[src/rtl/mips_bus_pkg.sv]
// Shared definitions for the MIPS load/store bus initiator.
//   size_e  : access size encoding carried on cmd_size
//   state_e : initiator FSM states
//   access_illegal() : flags reserved sizes and misaligned half/word accesses
package mips_bus_pkg;

  typedef enum logic [1:0] {
    SIZE_BYTE = 2'd0,
    SIZE_HALF = 2'd1,
    SIZE_WORD = 2'd2,
    SIZE_RSVD = 2'd3
  } size_e;

  typedef enum logic [1:0] {
    ST_IDLE = 2'd0,
    ST_BUS  = 2'd1,
    ST_RESP = 2'd2
  } state_e;

  function automatic logic access_illegal(input size_e size, input logic [1:0] lo);
    logic bad;
    case (size)
      SIZE_BYTE: bad = 1'b0;
      SIZE_HALF: bad = lo[0];
      SIZE_WORD: bad = (lo != 2'b00);
      default:   bad = 1'b1;
    endcase
    return bad;
  endfunction

endpackage

[src/rtl/mips_bus_lane_align.sv]
// Combinational lane steering for the bus initiator.
//   Store side: st_size/st_lane/st_wdata -> st_byteenable, st_writedata
//               (store data replicated across lanes; byteenable picks lanes)
//   Load side : ld_size/ld_lane/ld_signed/ld_readdata -> ld_rdata
//               (selected lane(s) right-justified, then sign/zero extended)
module mips_bus_lane_align
  import mips_bus_pkg::*;
(
  input  size_e       st_size,
  input  logic [1:0]  st_lane,
  input  logic [31:0] st_wdata,
  output logic [3:0]  st_byteenable,
  output logic [31:0] st_writedata,
  input  size_e       ld_size,
  input  logic [1:0]  ld_lane,
  input  logic        ld_signed,
  input  logic [31:0] ld_readdata,
  output logic [31:0] ld_rdata
);

  always_comb begin
    st_byteenable = '0;
    st_writedata  = '0;
    case (st_size)
      SIZE_BYTE: begin
        st_byteenable = 4'b0001 << st_lane;
        st_writedata  = {4{st_wdata[7:0]}};
      end
      SIZE_HALF: begin
        st_byteenable = st_lane[1] ? 4'b1100 : 4'b0011;
        st_writedata  = {2{st_wdata[15:0]}};
      end
      SIZE_WORD: begin
        st_byteenable = 4'b1111;
        st_writedata  = st_wdata;
      end
      default: begin
        st_byteenable = '0;
        st_writedata  = '0;
      end
    endcase
  end

  logic [7:0]  ld_byte;
  logic [15:0] ld_half;

  always_comb begin
    ld_byte = '0;
    case (ld_lane)
      2'd0: ld_byte = ld_readdata[7:0];
      2'd1: ld_byte = ld_readdata[15:8];
      2'd2: ld_byte = ld_readdata[23:16];
      default: ld_byte = ld_readdata[31:24];
    endcase
    ld_half = ld_lane[1] ? ld_readdata[31:16] : ld_readdata[15:0];

    ld_rdata = '0;
    case (ld_size)
      SIZE_BYTE: ld_rdata = {{24{ld_signed & ld_byte[7]}}, ld_byte};
      SIZE_HALF: ld_rdata = {{16{ld_signed & ld_half[15]}}, ld_half};
      SIZE_WORD: ld_rdata = ld_readdata;
      default:   ld_rdata = '0;
    endcase
  end

endmodule

[src/rtl/mips_bus_initiator.sv]
// Load/store command to single-beat bus initiator.
//   clk, reset (async, active-low)
//   cmd_*  : command handshake (valid/ready) with write, addr, size, signed, wdata
//   rsp_*  : response handshake (valid/ready) with rdata and err
//   address, read, write, writedata, byteenable, waitrequest, readdata : bus side
// Illegal commands respond with err and never touch the bus. A bus access that
// stalls TIMEOUT_CYCLES edges is aborted with err.
module mips_bus_initiator
  import mips_bus_pkg::*;
#(
  parameter int unsigned TIMEOUT_CYCLES = 255
) (
  input  logic        clk,
  input  logic        reset,
  input  logic        cmd_valid,
  output logic        cmd_ready,
  input  logic        cmd_write,
  input  logic [31:0] cmd_addr,
  input  logic [1:0]  cmd_size,
  input  logic        cmd_signed,
  input  logic [31:0] cmd_wdata,
  output logic        rsp_valid,
  input  logic        rsp_ready,
  output logic [31:0] rsp_rdata,
  output logic        rsp_err,
  output logic [31:0] address,
  output logic        read,
  output logic        write,
  output logic [31:0] writedata,
  output logic [3:0]  byteenable,
  input  logic        waitrequest,
  input  logic [31:0] readdata
);

  localparam int unsigned CNT_W = $clog2(TIMEOUT_CYCLES + 1);
  localparam logic [CNT_W-1:0] CNT_LAST = CNT_W'(TIMEOUT_CYCLES - 1);

  state_e           state_q, state_d;
  logic [CNT_W-1:0] cnt_q, cnt_d;
  logic             wr_q, wr_d;
  size_e            size_q, size_d;
  logic [1:0]       lane_q, lane_d;
  logic             signed_q, signed_d;
  logic [31:0]      address_q, address_d;
  logic [31:0]      writedata_q, writedata_d;
  logic [3:0]       byteenable_q, byteenable_d;
  logic [31:0]      rdata_q, rdata_d;
  logic             err_q, err_d;

  logic [3:0]  st_byteenable;
  logic [31:0] st_writedata;
  logic [31:0] ld_rdata;

  mips_bus_lane_align u_lane_align (
    .st_size       (size_e'(cmd_size)),
    .st_lane       (cmd_addr[1:0]),
    .st_wdata      (cmd_wdata),
    .st_byteenable (st_byteenable),
    .st_writedata  (st_writedata),
    .ld_size       (size_q),
    .ld_lane       (lane_q),
    .ld_signed     (signed_q),
    .ld_readdata   (readdata),
    .ld_rdata      (ld_rdata)
  );

  always_ff @(posedge clk or negedge reset) begin
    if (!reset) begin
      state_q      <= ST_IDLE;
      cnt_q        <= '0;
      wr_q         <= 1'b0;
      size_q       <= SIZE_BYTE;
      lane_q       <= '0;
      signed_q     <= 1'b0;
      address_q    <= '0;
      writedata_q  <= '0;
      byteenable_q <= '0;
      rdata_q      <= '0;
      err_q        <= 1'b0;
    end else begin
      state_q      <= state_d;
      cnt_q        <= cnt_d;
      wr_q         <= wr_d;
      size_q       <= size_d;
      lane_q       <= lane_d;
      signed_q     <= signed_d;
      address_q    <= address_d;
      writedata_q  <= writedata_d;
      byteenable_q <= byteenable_d;
      rdata_q      <= rdata_d;
      err_q        <= err_d;
    end
  end

  always_comb begin
    state_d      = state_q;
    cnt_d        = cnt_q;
    wr_d         = wr_q;
    size_d       = size_q;
    lane_d       = lane_q;
    signed_d     = signed_q;
    address_d    = address_q;
    writedata_d  = writedata_q;
    byteenable_d = byteenable_q;
    rdata_d      = rdata_q;
    err_d        = err_q;

    case (state_q)
      ST_IDLE: begin
        if (cmd_valid) begin
          if (access_illegal(size_e'(cmd_size), cmd_addr[1:0])) begin
            state_d = ST_RESP;
            err_d   = 1'b1;
            rdata_d = '0;
          end else begin
            state_d      = ST_BUS;
            cnt_d        = '0;
            wr_d         = cmd_write;
            size_d       = size_e'(cmd_size);
            lane_d       = cmd_addr[1:0];
            signed_d     = cmd_signed;
            address_d    = {cmd_addr[31:2], 2'b00};
            writedata_d  = st_writedata;
            byteenable_d = st_byteenable;
          end
        end
      end
      ST_BUS: begin
        if (!waitrequest) begin
          state_d = ST_RESP;
          err_d   = 1'b0;
          rdata_d = wr_q ? '0 : ld_rdata;
        end else begin
          cnt_d = cnt_q + 1'b1;
          // This stall edge brings the count to TIMEOUT_CYCLES: abort.
          if (cnt_q == CNT_LAST) begin
            state_d = ST_RESP;
            err_d   = 1'b1;
            rdata_d = '0;
          end
        end
      end
      ST_RESP: begin
        if (rsp_ready) state_d = ST_IDLE;
      end
      default: state_d = ST_IDLE;
    endcase
  end

  // Qualifying with reset keeps the command port closed while reset is held.
  assign cmd_ready  = (state_q == ST_IDLE) && reset;
  assign read       = (state_q == ST_BUS) && !wr_q;
  assign write      = (state_q == ST_BUS) && wr_q;
  assign rsp_valid  = (state_q == ST_RESP);
  assign rsp_rdata  = rdata_q;
  assign rsp_err    = err_q;
  assign address    = address_q;
  assign writedata  = writedata_q;
  assign byteenable = byteenable_q;

endmodule

[config.mk]
export PLATFORM = sky130hd
export DESIGN_NAME = mips_bus_initiator
export DESIGN_NICKNAME = d
export VERILOG_FILES = /design/src/rtl/mips_bus_pkg.sv /design/src/rtl/mips_bus_lane_align.sv /design/src/rtl/mips_bus_initiator.sv
export SDC_FILE = /design/constraint.sdc
export NUM_CORES = 1
export LEC_CHECK = 0
export ABC_AREA = 1
export CAP_MARGIN = 20
export CELL_PAD_IN_SITES_DETAIL_PLACEMENT = 1
export CELL_PAD_IN_SITES_GLOBAL_PLACEMENT = 2
export CORE_MARGIN = 1
export CORE_UTILIZATION = 26
export CTS_BUF_LIST = sky130_fd_sc_hd__clkbuf_16
export CTS_CLUSTER_DIAMETER = 120
export CTS_CLUSTER_SIZE = 10
export DETAILED_ROUTE_END_ITERATION = 8
export PLACE_DENSITY_LB_ADDON = 0.1
export SYNTH_ARGS = -nofsm -noshare
export SYNTH_HDL_FRONTEND = slang
export SYNTH_HIERARCHICAL = 1
export SYNTH_SLANG_ARGS = --single-unit
[constraint.sdc]
create_clock -name clk -period 4.3 [get_ports clk]
set_clock_uncertainty 0.1 [all_clocks]
set_input_delay 0.645 -clock clk [delete_from_list [all_inputs] [get_ports clk]]
set_output_delay 0.645 -clock clk [all_outputs]
set_load 0.01 [all_outputs]
==> reports/metrics.cfg, run 1 <==
[outcome]
status=finished, final reports clean

[yosys]
synth_top_family_by_area=simple AND/OR/NAND/NOR gates
yosysMostFrequentCell=nand2_1
synth-adder-area-share=0.00410
synth_top_area_frac=0.472
synth_xor_area_frac=0.00287
synth_edf_count=0
ys_seq_area_frac=0.472
yosysTopAreaCell=dfrtp_1
ys_top_cells_by_count=nand2_1, dfrtp_1, inv_1
synth_area_leaders=dfrtp_1, nand2_1, nand3_1
synth_ff_type=dfrtp_1
yosys.area_share.simple=0.397
synth_compound_area_frac=0.0419
synthArstFlopShare=1.00
synthesis.area_um2=6100
yosysWarnings=6
ys_ff_latch=115
syn_avg_cell_area_um2=7.19
synth_mux_area_frac=0
synth_cells=848
synth.distinct_cells=35

[clock_tree]
post_cts_resized=0
root_buffer=clkbuf_16
insertion_delay_ns=0.41
clockBufferDepth=2
htreeDepth=4
cts_hold_buf=0
clock_sinks=115
cts_setup_buffers=0
tritoncts=done
clk_pin_slew_ns=0.06
numCtsBuffers=17

[route]
viasPerCell=4.29
route.vias.total=5873
routed_wl_um=20900
post_drt_wl_per_cell_um=15.2
drt_first_pass_iters=4
drc=0
drtIter0Drc=258
ant_nets=0

[setup_path]
crit_path_max_fanout=74
path_class=input port to flip-flop
end_kind=flip-flop
crit_arrival_ns=2.65
cp.required_ns=4.46
cp-start-kind=input port

[timing]
slew_violations=0
whs_ns=0.296
fin_crit_sh=0.581
setup_tns_ns=0
worstMarginPinSlew_ns=1.04
rsz0062_at_grt=no
hold_viol=0
fmax_ghz=0.400
relSlewSlack=0.309
final.min_clock_period_ns=2.50
finalSetupViolCount=0

[global_routing]
first_global_vias=6310
grt_pass1_wl_um=33800
grt_overflow=0
grt_max_degree=75
antenna_found_initial=0
grt_util_all_layers=0.182

[pwr]
vdd_drop_max_mv=0.298
p_leak_nw=4.63
power_density_nw_per_um2=628

[floorplanning]
ioPinCount=210
row_count=55
start_util=0.267
die_y_um=155
fp.dieW_um=155
core_area_um2=22800
die_area_um2=24100

[hold_path]
hold_path_class=input port to async pin

[placed_design]
gp_congestion=0.751
dp_hpwl_um=14400
port_buffers=207

[layout]
drive_gt1_frac=0.0701
diodes=0
syn2layout_area_growth_pct=47.0
fillers=2834
fin_nets=1150

[job]
maxCapViolCount=0

-- state kept, by name (all words and copies together), names as in the netlist --
| register | cells |
|---|---|
| signed_q | 1 |
| writedata | 32 |
| byteenable | 4 |
| state_q | 2 |
| rsp_rdata | 32 |
| rsp_err | 1 |
| cnt_q | 8 |
| lane_q | 2 |
| wr_q | 1 |
| size_q | 2 |
| address | 30 |
-- placed cells by master, fill, tap and decap left out, types with 3 or more instances in the layout --
master / instances
bufinv_16: 4
inv_2: 6
a22oi_1: 8
clkdlybuf4s50_1: 206
clkinv_4: 4
dfrtp_1: 115
buf_4: 6
nor2_1: 27
nand2_1: 489
nand3_1: 39
inv_6: 3
a21oi_1: 3
nand2_2: 18
o21ai_0: 29
inv_1: 50
clkbuf_16: 17
-- critical path, cell delays in order --
cell,delay (ns)
clkdlybuf4s50_1,0.81
inv_1,0.11
nand2_1,0.11
nand2_1,0.09
nand3_2,0.08
buf_4,0.64
o21ai_0,0.15
-- cell type report --
type	count	area, µm²	area share
sequential	115	2880	0.321
multi-input combinational	640	2720	0.304
timing repair buffer	213	2130	0.237
clock buffer	17	425	0.0475
tap	313	392	0.0437
inverter	56	210	0.0235
clock inverter	15	205	0.0229
-- report_power, final --
group / leakage [nW] / internal (W) / total (W) / switching [W]
Sequential: 1.50 / 0.00147 / 0.00177 / 0.000302
Clock: 0.302 / 0.000976 / 0.00155 / 0.000574
Combinational: 2.83 / 0.00109 / 0.00230 / 0.00121
Total: 4.63 / 0.00354 / 0.00563 / 0.00209
-- layer usage --
metal	track usage	routed length (µm)	up-vias	share of wire
li1	-	-	2970	-
met1	0.219	9280	2749	0.44
met2	0.308	9980	144	0.48
met3	0.0646	1460	10	0.070
met4	0.0434	150	0	0.0072
met5	0	0	-	0
-- kinds of logic (layout without fill, tap and decap cells) --
kind of cell               count (synthesis)  in the layout
and+or+nand+nor                          589            589
DFF                                      115            115
adders and majority gates                  2              2
xor gates and xnor gates                   2              2
AOI/OAI and AO/OA                         45             45
buffers and inverters                     94            301
other                                      1              2
-- through the flow --
step | std cells | power, W | area [µm²] | setup slack, ns | util
after floorplan | 849 | 0.00298 | 6100 | 2.60 | -
after global placement | 1337 | 0.00412 | 8330 | 1.36 | 0.365
after detailed placement | 1337 | 0.00414 | 8330 | 1.36 | 0.365
after CTS | 1369 | 0.00575 | 8960 | 1.80 | 0.392
after global routing | 1369 | 0.00606 | 8960 | 1.51 | 0.392
final | 1369 | 0.00563 | 8960 | 1.80 | 0.392
-- final timing paths --
check	from	end	slack (ns)	cells after the start
setup / recovery	cmd_size[1]	lane_q[0]	1.80	7
hold / removal	reset	cnt_q[3]	0.30	2
setup reg to reg	lane_q[1]	rsp_rdata[28]	2.00	9
hold reg to reg	rsp_rdata[20]	rsp_rdata[20]	0.37	2
max in group asynchronous	reset	rsp_rdata[2]	2.42	3
min in group clk	rsp_rdata[20]	rsp_rdata[20]	0.37	2
No activity file was read; power rests on OpenSTA's default activity.
==> inputs of run 2 (changes only) <==
--- a/config.mk
+++ b/config.mk
@@ -10,7 +10,7 @@
 export CELL_PAD_IN_SITES_DETAIL_PLACEMENT = 1
 export CELL_PAD_IN_SITES_GLOBAL_PLACEMENT = 2
 export CORE_MARGIN = 1
-export CORE_UTILIZATION = 26
+export CORE_UTILIZATION = 24
 export CTS_BUF_LIST = sky130_fd_sc_hd__clkbuf_16
 export CTS_CLUSTER_DIAMETER = 120
 export CTS_CLUSTER_SIZE = 10
==> constraint.sdc (replaced) <==
create_clock -name clk -period 2.3 [get_ports clk]
set_clock_uncertainty 0.1 [all_clocks]
set_input_delay 0.345 -clock clk [delete_from_list [all_inputs] [get_ports clk]]
set_output_delay 0.345 -clock clk [all_outputs]
set_load 0.01 [all_outputs]
==> run 2 against run 1 <==
Final area increased by 1.6%. Non-clock buffer count increased by 13. Clock-buffer cell count unchanged. Sequential share of layout area decreased by 0.50 points. Flip-flop and latch count unchanged. Die area increased by 8.2%. Global-route usage decreased by 1.1 points. Clock power increased by 71%. First-iteration DRC count decreased by 20%. Via count increased by 0.82%. Routed wire length increased by 2.6%. Critical path type is now input port to primary output.
==> reports/metrics.cfg, run 2 (same netlist as run 1, synthesis figures left out) <==
[layout]
syn2layout_area_growth_pct=49.3
final_common_cell=nand2_1
fin_area_um2=9100  ; +1.6%
fin_nets=1163  ; +1.1%
drive_gt1_frac=0.0814  ; +0.0113
final_cell_mix=nand2_1, clkdlybuf4s50_1, dfrtp_1
fillers=3019  ; +6.5%
diodes=0  ; unchanged
final_util=0.370  ; -0.0222

[route]
routed_wl_um=21400  ; +2.6%
drc=0  ; unchanged
route.vias.total=5921  ; +0.82%
ant_nets=0  ; unchanged
viasPerCell=4.25  ; -0.92%
post_drt_wl_per_cell_um=15.4  ; +0.85%
drtIter0Drc=207  ; -20%
drt_first_pass_iters=4  ; unchanged

[pwr]
finalPower_w=0.0104  ; +86%
power_density_nw_per_um2=1150  ; +83%
p_leak_nw=4.70  ; +1.5%
vdd_drop_max_mv=0.409  ; +37%

[timing]
finalSetupViolCount=0  ; unchanged
final.min_clock_period_ns=2.21
fin_crit_sh=0.960
fmax_ghz=0.453
fin_ws_ns=0.0923  ; -1.71 ns
hold_viol=0  ; unchanged
slew_violations=0  ; unchanged
relSlewSlack=0.522  ; +0.213
rsz0062_at_grt=no
setup_tns_ns=0  ; unchanged
worstMarginPinSlew_ns=0.714  ; -0.321 ns

[setup_path]
reg2reg_slack_ns=0.68  ; -1.32 ns
path_class=input port to primary output
cp.required_ns=1.86  ; -2.60 ns
crit_path_max_fanout=2  ; -97%
cp-start-kind=input port
end_kind=primary output
crit_arrival_ns=1.76  ; -0.89 ns

[global_routing]
grt_pass1_wl_um=34600  ; +2.4%
first_global_vias=6349  ; +0.62%
grt_util_all_layers=0.171  ; -0.0110
grt_overflow=0  ; unchanged
grt_max_degree=116  ; +55%
antenna_found_initial=2  ; +2

[clock_tree]
tritoncts=done
clk_pin_slew_ns=0.06  ; about the same
cts_setup_buffers=0  ; unchanged
htreeDepth=4  ; unchanged
insertion_delay_ns=0.41  ; about the same
root_buffer=clkbuf_16
clockBufferDepth=2  ; unchanged
clock_sinks=115  ; unchanged
numCtsBuffers=17  ; unchanged

[placed_design]
gp_congestion=0.768  ; +2.3%
pre_cts_slack_ns=0.134  ; -1.22 ns
placed_area_um2=8510  ; +2.1%
dp_hpwl_um=15200  ; +5.0%
port_buffers=207  ; unchanged

[floorplanning]
ioPinCount=210  ; unchanged
row_count=57  ; +3.6%
fp.dieW_um=161  ; +4.0%
die_y_um=161  ; +4.0%
core_area_um2=24600  ; +7.7%
die_area_um2=26000  ; +8.2%
start_util=0.248  ; -0.0191

[outcome]
status=finished, final reports clean

[job]
maxCapViolCount=0  ; unchanged

[hold_path]
hold_path_class=input port to flip-flop

run 2: what timing repair did:
item | 4_1_cts | 5_1_grt
resized for setup | 0 | 1
endpoints found under the setup margin | 0 | 1
hold buffers | 1 | 0
endpoints found under the hold margin | 17 | 0
run 2: layout make-up:
| class | count | area (µm²) | area share |
|---|---|---|---|
| Sequential cell | 115 | 2880 | 0.316 |
| Multi-Input combinational cell | 640 | 2720 | 0.299 |
| Timing Repair Buffer | 226 | 2300 | 0.253 |
| Clock buffer | 17 | 425 | 0.0467 |
| Tap cell | 324 | 405 | 0.0445 |
| Inverter | 56 | 210 | 0.0231 |
| Clock inverter | 15 | 159 | 0.0175 |
run 2: worst max-delay path, cell delays in order:
cell             delay [ns]
dlygate4sd3_1          0.52
buf_4                  0.13
nor3b_1                0.19
clkdlybuf4s50_1        0.57
run 2: where the power goes:
group          switching (W)  total (W)  internal, W
clock                0.00105    0.00265      0.00160
sequential          0.000521    0.00328      0.00276
combinational        0.00235    0.00452      0.00216
run 2: final timing paths:
check | cells past startpoint | startpoint | to
worst max-delay path | 4 | reset | cmd_ready
worst min-delay path | 3 | cmd_addr[12] | address[12]
worst max register to register | 7 | size_q[1] | rsp_rdata[28]
worst min register to register | 2 | rsp_rdata[23] | rsp_rdata[23]
max in group asynchronous | 3 | reset | rsp_rdata[23]
min in group asynchronous | 3 | reset | cnt_q[4]
run 2: metal layers:
metal / part of all wire / GRT usage / up-vias
li1: - / - / 2999
met1: 0.45 / 0.215 / 2768
met3: 0.075 / 0.0624 / 14
met4: 0.0092 / 0.0412 / 2
met5: 0.00061 / 0 / -
met2: 0.47 / 0.276 / 138
run 2: through the flow:
stage	hold WS, ns	cells
CTS	0.347	1393
finish	0.366	1393
detailed placement	0.361	1360
global placement	0.357	1360
floorplan	-0.0506	849
global route	0.362	1393
